==> config.mk <==
export PLATFORM = sky130hd
export DESIGN_NAME = borrow_pipe
export DESIGN_NICKNAME = d
export VERILOG_FILES = /design/src/rtl/borrow_pipe_pkg.sv /design/src/rtl/borrow_la_group.sv /design/src/rtl/borrow_pipe.sv
export SDC_FILE = /design/constraint.sdc
export NUM_CORES = 1
export LEC_CHECK = 0
export BUFFER_PORTS_ARGS = -buffer_cell sky130_fd_sc_hd__buf_2
export CORE_MARGIN = 3
export CORE_UTILIZATION = 50
export CTS_BUF_LIST = sky130_fd_sc_hd__clkbuf_4 sky130_fd_sc_hd__clkbuf_8
export DETAILED_ROUTE_END_ITERATION = 10
export PLACE_DENSITY = 0.84
export SETUP_SLACK_MARGIN = 0.05
export SLEW_MARGIN = 20
export SYNTH_ARGS = -nofsm -noshare
export SYNTH_HDL_FRONTEND = slang
export SYNTH_HIERARCHICAL = 1
export SYNTH_SLANG_ARGS = --single-unit
==> constraint.sdc <==
create_clock -name clk -period 2 [get_ports clk]
set_clock_uncertainty 0.1 [all_clocks]
set_input_delay 0.1 -clock clk [delete_from_list [all_inputs] [get_ports clk]]
set_output_delay 0.1 -clock clk [all_outputs]
set_load 0.01 [all_outputs]
==> src/rtl/borrow_pipe_pkg.sv <==
// Shared arithmetic types and defaults for the pipelined borrow-lookahead subtractor.
package borrow_pipe_pkg;

  localparam int unsigned WIDTH_DEF = 32;
  localparam int unsigned GROUP_DEF = 4;

  typedef logic [WIDTH_DEF-1:0] word_t;

  typedef struct packed {
    logic bout;
    logic zero;
    logic ovf;
  } flag_t;

endpackage

==> src/rtl/borrow_la_group.sv <==
// GROUP-bit borrow-lookahead cell: group generate/propagate plus in-group borrows.
module borrow_la_group #(
  parameter int unsigned GROUP = 4
) (
  input  logic [GROUP-1:0] i_a,
  input  logic [GROUP-1:0] i_b,
  input  logic             i_bin,
  output logic             o_gg,
  output logic             o_gp,
  output logic [GROUP-1:0] o_borrow
);

  logic [GROUP-1:0] w_g;
  logic [GROUP-1:0] w_p;

  // Bit generate (a=0,b=1) and propagate (a==b) terms.
  assign w_g = ~i_a & i_b;
  assign w_p = ~(i_a ^ i_b);

  // In-group borrows as flat sum-of-products from the group borrow-in; bit 0 is the borrow-in itself.
  always_comb begin : p_bits
    logic v_acc;
    logic v_term;
    v_acc    = 1'b0;
    v_term   = 1'b0;
    o_borrow = '0;
    for (int unsigned k = 0; k < GROUP; k++) begin
      v_acc = i_bin;
      for (int unsigned m = 0; m < k; m++) begin
        v_acc = v_acc & w_p[m];
      end
      for (int unsigned j = 0; j < k; j++) begin
        v_term = w_g[j];
        for (int unsigned m = j + 1; m < k; m++) begin
          v_term = v_term & w_p[m];
        end
        v_acc = v_acc | v_term;
      end
      o_borrow[k] = v_acc;
    end
  end

  // Group-level generate and propagate for the second lookahead level.
  always_comb begin : p_group
    logic v_term;
    v_term = 1'b0;
    o_gp   = &w_p;
    o_gg   = 1'b0;
    for (int unsigned j = 0; j < GROUP; j++) begin
      v_term = w_g[j];
      for (int unsigned m = j + 1; m < GROUP; m++) begin
        v_term = v_term & w_p[m];
      end
      o_gg = o_gg | v_term;
    end
  end

endmodule

==> src/rtl/borrow_pipe.sv <==
// Two-stage pipelined borrow-lookahead subtractor, d = a - b - bin, with valid/ready on both sides.
module borrow_pipe
  import borrow_pipe_pkg::*;
#(
  parameter int unsigned WIDTH = WIDTH_DEF,
  parameter int unsigned GROUP = GROUP_DEF
) (
  input  logic             clk,
  input  logic             rst_n,
  input  logic [WIDTH-1:0] a,
  input  logic [WIDTH-1:0] b,
  input  logic             bin,
  input  logic             in_valid,
  output logic             in_ready,
  output logic [WIDTH-1:0] d,
  output logic             bout,
  output logic             zero,
  output logic             ovf,
  output logic             out_valid,
  input  logic             out_ready
);

  localparam int unsigned NG = WIDTH / GROUP;

  logic [NG-1:0]    w_gg;
  logic [NG-1:0]    w_gp;
  logic [NG:0]      w_gcin;
  logic [WIDTH:0]   w_borrow;
  logic             w_adv1;
  logic             w_adv2;
  logic [WIDTH-1:0] w_d;
  flag_t            w_flags;

  logic             r_s1_valid;
  logic [WIDTH-1:0] r_a;
  logic [WIDTH-1:0] r_b;
  logic [WIDTH:0]   r_borrow;
  logic             r_out_valid;
  logic [WIDTH-1:0] r_d;
  flag_t            r_flags;

  // First lookahead level: one cell per group, fed by its resolved group borrow-in.
  for (genvar gi = 0; gi < NG; gi++) begin : g_grp
    borrow_la_group #(.GROUP(GROUP)) u_grp (
      .i_a      (a[gi*GROUP +: GROUP]),
      .i_b      (b[gi*GROUP +: GROUP]),
      .i_bin    (w_gcin[gi]),
      .o_gg     (w_gg[gi]),
      .o_gp     (w_gp[gi]),
      .o_borrow (w_borrow[gi*GROUP +: GROUP])
    );
  end

  // Second lookahead level: each group borrow-in as a flat sum-of-products of group G/P and bin.
  always_comb begin : p_groups
    logic v_acc;
    logic v_term;
    v_acc  = 1'b0;
    v_term = 1'b0;
    w_gcin = '0;
    for (int unsigned k = 0; k <= NG; k++) begin
      v_acc = bin;
      for (int unsigned m = 0; m < k; m++) begin
        v_acc = v_acc & w_gp[m];
      end
      for (int unsigned j = 0; j < k; j++) begin
        v_term = w_gg[j];
        for (int unsigned m = j + 1; m < k; m++) begin
          v_term = v_term & w_gp[m];
        end
        v_acc = v_acc | v_term;
      end
      w_gcin[k] = v_acc;
    end
  end

  assign w_borrow[WIDTH] = w_gcin[NG];

  // Handshake: a stage advances when it is empty or the stage after it advances.
  assign w_adv2   = !r_out_valid || out_ready;
  assign w_adv1   = !r_s1_valid || w_adv2;
  assign in_ready = w_adv1;

  // Stage 1: operands and full borrow vector; borrow bit 0 carries bin.
  always_ff @(posedge clk or negedge rst_n) begin
    if (!rst_n) begin
      r_s1_valid <= 1'b0;
      r_a        <= '0;
      r_b        <= '0;
      r_borrow   <= '0;
    end else if (w_adv1) begin
      r_s1_valid <= in_valid;
      r_a        <= a;
      r_b        <= b;
      r_borrow   <= w_borrow;
    end
  end

  // Stage 2 combinational: difference bits and status flags from stage-1 registers.
  always_comb begin
    w_d          = r_a ^ r_b ^ r_borrow[WIDTH-1:0];
    w_flags      = '0;
    w_flags.bout = r_borrow[WIDTH];
    w_flags.zero = (w_d == '0);
    w_flags.ovf  = (r_a[WIDTH-1] != r_b[WIDTH-1]) && (w_d[WIDTH-1] != r_a[WIDTH-1]);
  end

  // Stage 2 register: holds result and flags while the consumer stalls.
  always_ff @(posedge clk or negedge rst_n) begin
    if (!rst_n) begin
      r_out_valid <= 1'b0;
      r_d         <= '0;
      r_flags     <= '0;
    end else if (w_adv2) begin
      r_out_valid <= r_s1_valid;
      r_d         <= w_d;
      r_flags     <= w_flags;
    end
  end

  assign out_valid = r_out_valid;
  assign d         = r_d;
  assign bout      = r_flags.bout;
  assign zero      = r_flags.zero;
  assign ovf       = r_flags.ovf;

endmodule

Word-level counts from Yosys, hierarchy flattened --
Cells that the tools add are included.
Cells by class: reduce and logical (&&, ||, !) cells 14, equal/unequal tests 2, bitwise gates (word level) 250
Operators with widths (number):
- $and 1x1->1 | 108
- $or 1x1->1 | 108
- $not 4->4 | 16
- $xor 32x32->32 | 2
- $and 4x4->4 | 8
- $logic_not 32->1 | 1
- $reduce_and 4->1 | 8
- $xor 4x4->4 | 8
- $logic_not 1->1 | 2
- $logic_or 1x1->1 | 2
- $ne 1x1->1 | 2
- $logic_and 1x1->1 | 1
Word-level totals: logic and storage cells 275, output and inout bits 37, register bits after elaboration 134, input port bits 69

Logic depth before layout (Yosys ltp) --
Gate-level depths: netlist of the first run.
depth after elaboration 27, depth in mapped cells 13, depth with buffers taken out 12

Modules after synthesis --
The synthesis of the first run kept the hierarchy.
Modules (own cells, without submodules):
- borrow_pipe | area an instance 5641.7 um^2, cells each 414, seq. area each 3353.2 um^2, instances 1
- borrow_la_group | area an instance 137.6 um^2, cells each 20, seq. area each 0.0 um^2, instances 8

Worst setup path after synthesis of the first run --
Ideal clock, no wire load.
kind in2reg, start point input port a[1], end point register r_borrow[31], required time 1.775 ns, cell stages on the path 13, arrival 2.461 ns, path buffers 1, slack -0.685 ns, setup time 0.125 ns, cells stage by stage inv_1 ha_1 a21oi_1 o21ai_0 a21o_1 a21o_1 a2111oi_2 o21bai_1 a21o_1 a21o_1 a31o_1 buf_4 mux2_2
Between the ends: longest elaborated chain between the ends 27, elaborated cells on any way between the ends 39, those cells by class bitwise: 38; reduce/logical: 1
RTL lines:
- from (decl) | RTL line borrow_pipe.sv:10 | input logic [WIDTH-1:0] a,
- $xor 4x4->4 | RTL line borrow_la_group.sv:18 | assign w_p = ~(i_a ^ i_b);
- $not 4->4 | RTL line borrow_la_group.sv:18
- $and 1x1->1 (3 in series) | RTL line borrow_la_group.sv:52 | v_term = v_term & w_p[m];
- $or 1x1->1 * (3 in series) | RTL line borrow_la_group.sv:54 | o_gg = o_gg | v_term;
- via w_gg[0] | RTL line borrow_pipe.sv:25 | logic [NG-1:0] w_gg;
- $and 1x1->1 * (6 in series) | RTL line borrow_pipe.sv:69 | v_term = v_term & w_gp[m];
- $or 1x1->1 * (7 in series) | RTL line borrow_pipe.sv:71 | v_acc = v_acc | v_term;
- via w_gcin[7] | RTL line borrow_pipe.sv:27 | logic [NG:0] w_gcin;
- $and 1x1->1 * (3 in series) | RTL line borrow_la_group.sv:30 | v_acc = v_acc & w_p[m];
- $or 1x1->1 * (3 in series) | RTL line borrow_la_group.sv:37 | v_acc = v_acc | v_term;
- via g_grp[7].u_grp.p_bits.v_acc | RTL line borrow_la_group.sv:22 | logic v_acc;
- to (signal assigned) | RTL line borrow_pipe.sv:95 | r_borrow <= w_borrow;
- to (decl) | RTL line borrow_pipe.sv:37 | logic [WIDTH:0] r_borrow;
Mark *: on every way through the listed nets, which the timed path passes. The rest lies on a longest branch. A chain may end at the register's enable or synchronous reset.

Final worst setup path of the first run --
start point input port b[1], end point register r_borrow[31]
Between the ends: longest elaborated chain between the ends 27, elaborated cells on any way between the ends 38, those cells by class bitwise: 37; reduce/logical: 1
RTL lines:
- from (decl) | RTL line borrow_pipe.sv:11 | input logic [WIDTH-1:0] b,
- $xor 4x4->4 | RTL line borrow_la_group.sv:18
- $not 4->4 | RTL line borrow_la_group.sv:18
- $and 1x1->1 (3 in series) | RTL line borrow_la_group.sv:52
- $or 1x1->1 * (3 in series) | RTL line borrow_la_group.sv:54
- via w_gg[0] | RTL line borrow_pipe.sv:25
- $and 1x1->1 * (6 in series) | RTL line borrow_pipe.sv:69
- $or 1x1->1 * (7 in series) | RTL line borrow_pipe.sv:71
- via w_gcin[7] | RTL line borrow_pipe.sv:27
- $and 1x1->1 * (3 in series) | RTL line borrow_la_group.sv:30
- $or 1x1->1 * (3 in series) | RTL line borrow_la_group.sv:37
- via w_borrow[31] | RTL line borrow_pipe.sv:28 | logic [WIDTH:0] w_borrow;
Marks and branches as above.

==> results of run 1 <==
[worst max-delay path: stages]
cell	delay (ps)
buf_6	100
ha_4	240
a21oi_2	130
o21ai_1	70
a21o_1	200
a21o_1	230
a2111oi_4	330
o21bai_2	150
a21o_1	190
a21o_1	190
a31o_1	180
mux2_4	250
[registers in the layout (all words and copies together), names as in the netlist]
register and cells:
r_a 32, d 32, bout 1, ovf 1, r_s1_valid 1, r_borrow 33
zero 1, out_valid 1, r_b 32
[report_power, final]
part	internal [mW]	total (mW)	switching, mW
Sequential	3.18	3.50	0.322
Clock	0.999	1.97	0.968
Combinational	1.17	2.21	1.04
Total	5.35	7.68	2.33
[final timing paths]
check,to,slack [ps],from
min in group clk,r_borrow[1]$_DFFE_PN0P_,70,bin
max,r_borrow[31]$_DFFE_PN0P_,-150,b[1]
min reg2reg,d[19]$_DFFE_PN0P_,380,d[19]$_DFFE_PN0P_
max reg2reg,zero$_DFFE_PN0P_,60,r_a[6]$_DFFE_PN0P_
min,r_b[30]$_DFFE_PN0P_,40,rst_n
max in group asynchronous,r_a[9]$_DFFE_PN0P_,1100,rst_n
[repair_timing]
action                     4_1_cts  5_1_grt
hold endpoints to repair       200        0
pin swaps                        9       16
gates resized for setup         13        6
setup buffers                    8        8
setup endpoints to repair       11       15
hold buffers                    67        0
[layout make-up]
| class | count | area (sq um) |
|---|---|---|
| Fill cell | 912 | 3890 |
| Sequential cell | 134 | 3350 |
| Multi-Input combinational cell | 374 | 3230 |
| Timing Repair Buffer | 232 | 1720 |
| Clock buffer | 25 | 313 |
| Tap cell | 172 | 215 |
| Inverter | 32 | 123 |
| Clock inverter | 5 | 25.0 |
| Antenna cell | 1 | 2.50 |
[routing by layer]
layer | vias to the layer above | track usage
li1 | 2402 | -
met1 | 2437 | 0.249
met3 | 34 | 0.0492
met4 | 0 | 0.0994
met2 | 92 | 0.396
met5 | - | 0
[cells in the final DEF, fill, tap and decap left out, drive strengths merged]
cell type | synthesis | final
a2111oi | 1 | 1
a21boi | 1 | 1
a21o | 30 | 30
a21oi | 18 | 18
a31o | 8 | 8
a41o | 1 | 1
buf | 29 | 165
clkbuf | 5 | 25
clkinv | 0 | 5
dfrtp | 134 | 134
diode | 0 | 1
dlygate4sd3 | 0 | 67
ha | 32 | 32
inv | 32 | 32
mux2 | 97 | 97
nand2 | 53 | 53
nand2b | 1 | 1
nand4 | 8 | 8
nor2 | 10 | 10
nor2b | 1 | 1
o21a | 1 | 1
o21ai | 42 | 42
o21bai | 1 | 1
o31ai | 1 | 1
or2 | 2 | 2
or4 | 2 | 2
xnor2 | 32 | 32
xor2 | 32 | 32
[cell families after synthesis]
family | after synthesis
muxes | 97
and+or+nand+nor | 77
buffers and inverters | 66
DFF | 134
xor gates and xnor gates | 64
adders and majority gates | 32
AOI/OAI and AO/OA | 104
==> metrics.md, run 1 <==
| Metric | Value |
|---|---|
| Met2 WL | 8260 um |
| # port buffers | 105 |
| Clock transition at path regs | 70 ps |
| CP Max Fanout | 3 |
| Main synth FF type | dfrtp_1 |
| Gr usage total | 0.220 |
| Power after layout | 7.68 mW |
| F_max | 466 MHz |
| Area post-placement | 7770 sq um |
| Worst Hold Margin | 44.6 ps |
| CTS tree | done |
| HP Class | input pin to asynchronous set/reset pin |
| First DRT Iteration DRCs | 193 |
| Worst Max-Slew Pin Slew | 645 ps |
| Routed len/inst | 16.0 um |
| Post-synthesis simple-gate area fraction | 0.0488 |
| Max-cap violations | 0 |
| Unrepaired setup endpoints after global routing | true |
| CP Data Required Time | 2230 ps |
| CTS H-Tree Depth | 4 |
| Main combinational cell family by area after synthesis | multiplexers |
| Dpl cells | 861 |
| M1 WL | 6330 um |
| Max Root-Sink Buffers | 2 |
| Critical Path AT | 2380 ps |
| Num Clock Sinks | 134 |
| Setup TNS | -954 ps |
| Core footprint | 12900 sq um |
| Multiplexer area fraction after synthesis | 0.162 |
| Dpl ws | -634 ps |
| Final worst slack | -147 ps |
| DRT Wirelength | 15600 um |
| Area Growth Syn to Fin | 33.2% |
| Final hold viol count | 0 |
| Starting Density | 0.524 |
| Non-Filler Instances | 975 |
| Synth Area in Compound Gates | 0.0972 |
| Slew Viols, Final | 0 |
| Share of cells above drive strength 1 | 0.380 |
| Fin util | 0.698 |
| Final setup fails | 11 |
| Pwr Density | 855 nW/um^2 |
| Net Count, Synth | 675 |
| Worst Reg-to-Reg Cells | 5 |
| Warnings from Yosys | 6 |
| First-pass GRT wire length | 25500 um |
| Cell area after synthesis | 6740 sq um |
| Drt via density | 5.09 |
| Initial antenna violation count | 1 |
| Post-Synth XOR/XNOR Area | 0.0876 |
| Cell row count | 41 |
| Run status | complete, but fails checks |
| Commonest cells in the netlist | 134 x dfrtp_1, 84 x mux2_2, 52 x nand2_1 |
| Die area | 14900 sq um |
| Uppermost layer routed | met4 |
| Drt first pass iters | 4 |
| Area leader, netlist | dfrtp_1 |
| Asr flop ratio synth | 1.00 |
| Vias in the first global route | 5388 |
| Mapped Cells | 574 |
| Clock latency on the worst-skew pair | 440 ps |
| Root buffer cell | clkbuf_8 |
| Drt drc | 0 |
| Count of cell types in the netlist | 30 |
| Post-Synth Adder-Cell Area | 0.0594 |
| Synth top area cells | dfrtp_1 50%, mux2_2 14%, ha_1 5.9%, xor2_1 4.2%, xnor2_1 3.6% |
| Tmin final | 2150 ps |
| Violated checks | setup timing |
| Total global routing overflow | 0 |
| EDFF count, synth | 0 |
| Die H | 122 um |
| Startpoint types | input pin |
| Post-route antenna net violation count | 0 |
| Synthesis-stage register bit count | 134 |
| Final RePlAce weighted congestion | 0.798 |
| Seq/Total Area, Yosys | 0.497 |
| Inserted Clock Buffers | 17 |
| Post-synth top area share | 0.497 |
| Pin count of the biggest net entering global routing | 72 |
| Peak VDD IR | 369 uV |
| Syn avg cell area | 11.7 sq um |
| Post-DP HPWL | 10800 um |
| Kind of critical path | input pin to register |
| Finished Cell Area | 8980 sq um |
| Met3 routed WL | 598 um |
| P_leak | 4.43 nW |
| Count leader, synth | dfrtp_1 |
| Via count | 4965 |
| Slew headroom | 0.565 |
| Ports | 106 |
| Die Wd | 122 um |
| Worst Setup End Kind | register |
| Nets | 892 |
| Final period util | 1.07 |
Note: power is estimated with default switching activity, not from simulation.
==> run 2: changes to the inputs <==
REMOVE_ABC_BUFFERS = 1   (was default)
TNS_END_PERCENT = 1   (was default)
==> metrics.md, run 2 (synthesis results as in run 1) <==
| Metric | Value |
|---|---|
| Run status | complete, but fails checks |
| Violated checks | setup timing |
| R2R Path End | zero$_DFFE_PN0P_ |
| Nets | 875 |
| Clock transition at path regs | 80 ps |
| Filler cell count | 935 |
| Max-cap violations | 0 |
| Final setup fails | 6 |
| Final hold viol count | 0 |
| Top reg by flops | r_borrow |
| Post-route antenna net violation count | 0 |
| Clock latency on the worst-skew pair | 460 ps |
| Dpl ws | -860 ps |
| CP Max Fanout | 3 |
| Power after layout | 7.65 mW |
| Antenna diode count | 0 |
| Non-Filler Instances | 959 |
| Worst Setup End Kind | register |
| Pwr Density | 866 nW/um^2 |
| Drt drc | 0 |
| Crit. Startpoint | b[1] |
| HP Class | input pin to asynchronous set/reset pin |
| CP Data Required Time | 2240 ps |
| Pin count of the biggest net entering global routing | 70 |
| Post-DP HPWL | 10600 um |
| Worst reg2reg setup slack | 60 ps |
| Total global routing overflow | 0 |
| Worst Max-Slew Pin Slew | 544 ps |
| Slew headroom | 0.634 |
| Max Root-Sink Buffers | 2 |
| Inserted Clock Buffers | 17 |
| Root buffer cell | clkbuf_8 |
| Final RePlAce weighted congestion | 0.788 |
| CTS tree | done |
| Tmin final | 2100 ps |
| Gr usage total | 0.229 |
| CTS H-Tree Depth | 4 |
| Num Clock Sinks | 134 |
| Dpl cells | 854 |
| Most common cell after layout, fill and taps aside | dfrtp_1 |
| Peak VDD IR | 589 uV |
| Starting Density | 0.524 |
| F_max | 476 MHz |
| Drt via density | 5.16 |
| Slew Viols, Final | 0 |
| Share of cells above drive strength 1 | 0.360 |
| P_leak | 4.30 nW |
| Critical Path AT | 2340 ps |
| Commonest non-fill, non-tap cells in the layout | 134 x dfrtp_1, 100 x buf_2, 79 x mux2_2 |
| Die area | 14900 sq um |
| # port buffers | 105 |
| DRT Wirelength | 15700 um |
| Die Wd | 122 um |
| Final worst slack | -101 ps |
| Ports | 106 |
| First DRT Iteration DRCs | 301 |
| Routed len/inst | 16.4 um |
| Via count | 4951 |
| Unrepaired setup endpoints after global routing | true |
| Die H | 122 um |
| Area Growth Syn to Fin | 30.9% |
| Kind of critical path | input pin to register |
| Vias in the first global route | 5494 |
| Startpoint types | input pin |
| Max FFs per register | 33 |
| Drt first pass iters | 4 |
| Cell row count | 41 |
| First-pass GRT wire length | 26600 um |
| FF-to-FF Start | r_a[16]$_DFFE_PN0P_ |
| Final period util | 1.05 |
| Core footprint | 12900 sq um |
| Initial antenna violation count | 2 |
| Worst Reg-to-Reg Cells | 5 |
[run 2: stage by stage]
step | hold slack (ps) | setup TNS (ps) | instance area [sq um] | utilization
2_1_floorplan | -296 | -350670 | 6540 | -
3_3_place_gp | -93.2 | -10040 | 7630 | 0.592
3_5_place_dp | -87.5 | -11510 | 7630 | 0.592
4_1_cts | 50.2 | -195 | 8820 | 0.685
5_1_grt | 77.6 | -720 | 8830 | 0.686
6_report | 73.5 | -243 | 8830 | 0.686
[run 2: routing by layer]
layer	vias up	global-route usage	wire length, um
met5	-	0	23
met4	4	0.0910	415
met2	122	0.397	7920
met3	37	0.0520	713
met1	2424	0.278	6660
li1	2364	-	-
[run 2: timing repair]
item / 4_1_cts / 5_1_grt
pin swaps: 22 / 4
setup endpoints to repair: 16 / 10
hold buffers: 69 / 0
endpoints found under the hold margin: 201 / 0
setup buffers: 4 / 0
resized for setup: 21 / 3
[run 2: critical path: stages]
cell and delay, ps:
buf_8 100, ha_4 240, a21oi_2 130, o21ai_1 80, a21o_1 190, a21o_1 210, a2111oi_2 310, o21bai_1 140
a21o_1 190, a21o_1 190, a31o_1 210, mux2_4 250
[run 2: layout make-up]
class | count | area [sq um] | area share
Inverter | 32 | 125 | 0.0142
Tap cell | 172 | 215 | 0.0244
Clock inverter | 10 | 80.1 | 0.00907
Multi-Input combinational cell | 374 | 3150 | 0.357
Sequential cell | 134 | 3350 | 0.380
Clock buffer | 22 | 284 | 0.0322
Timing Repair Buffer | 215 | 1620 | 0.183
[run 2: power breakdown]
group / internal (mW) / switching, mW
Clock: 1.07 / 1.03
Combinational: 1.07 / 1.00
Sequential: 3.17 / 0.306
Total: 5.31 / 2.34
[run 2: worst max-delay path by stage]
stage | cells past startpoint | slack, ps | end
3_3_place_gp | 13 | -770 | r_borrow[31]$_DFFE_PN0P_
5_1_grt | 12 | -190 | r_borrow[31]$_DFFE_PN0P_
2_1_floorplan | 5 | -3520 | r_borrow[32]$_DFFE_PN0P_
3_5_place_dp | 13 | -860 | r_borrow[31]$_DFFE_PN0P_
6_report | 12 | -100 | r_borrow[31]$_DFFE_PN0P_
4_1_cts | 12 | -80 | r_borrow[31]$_DFFE_PN0P_
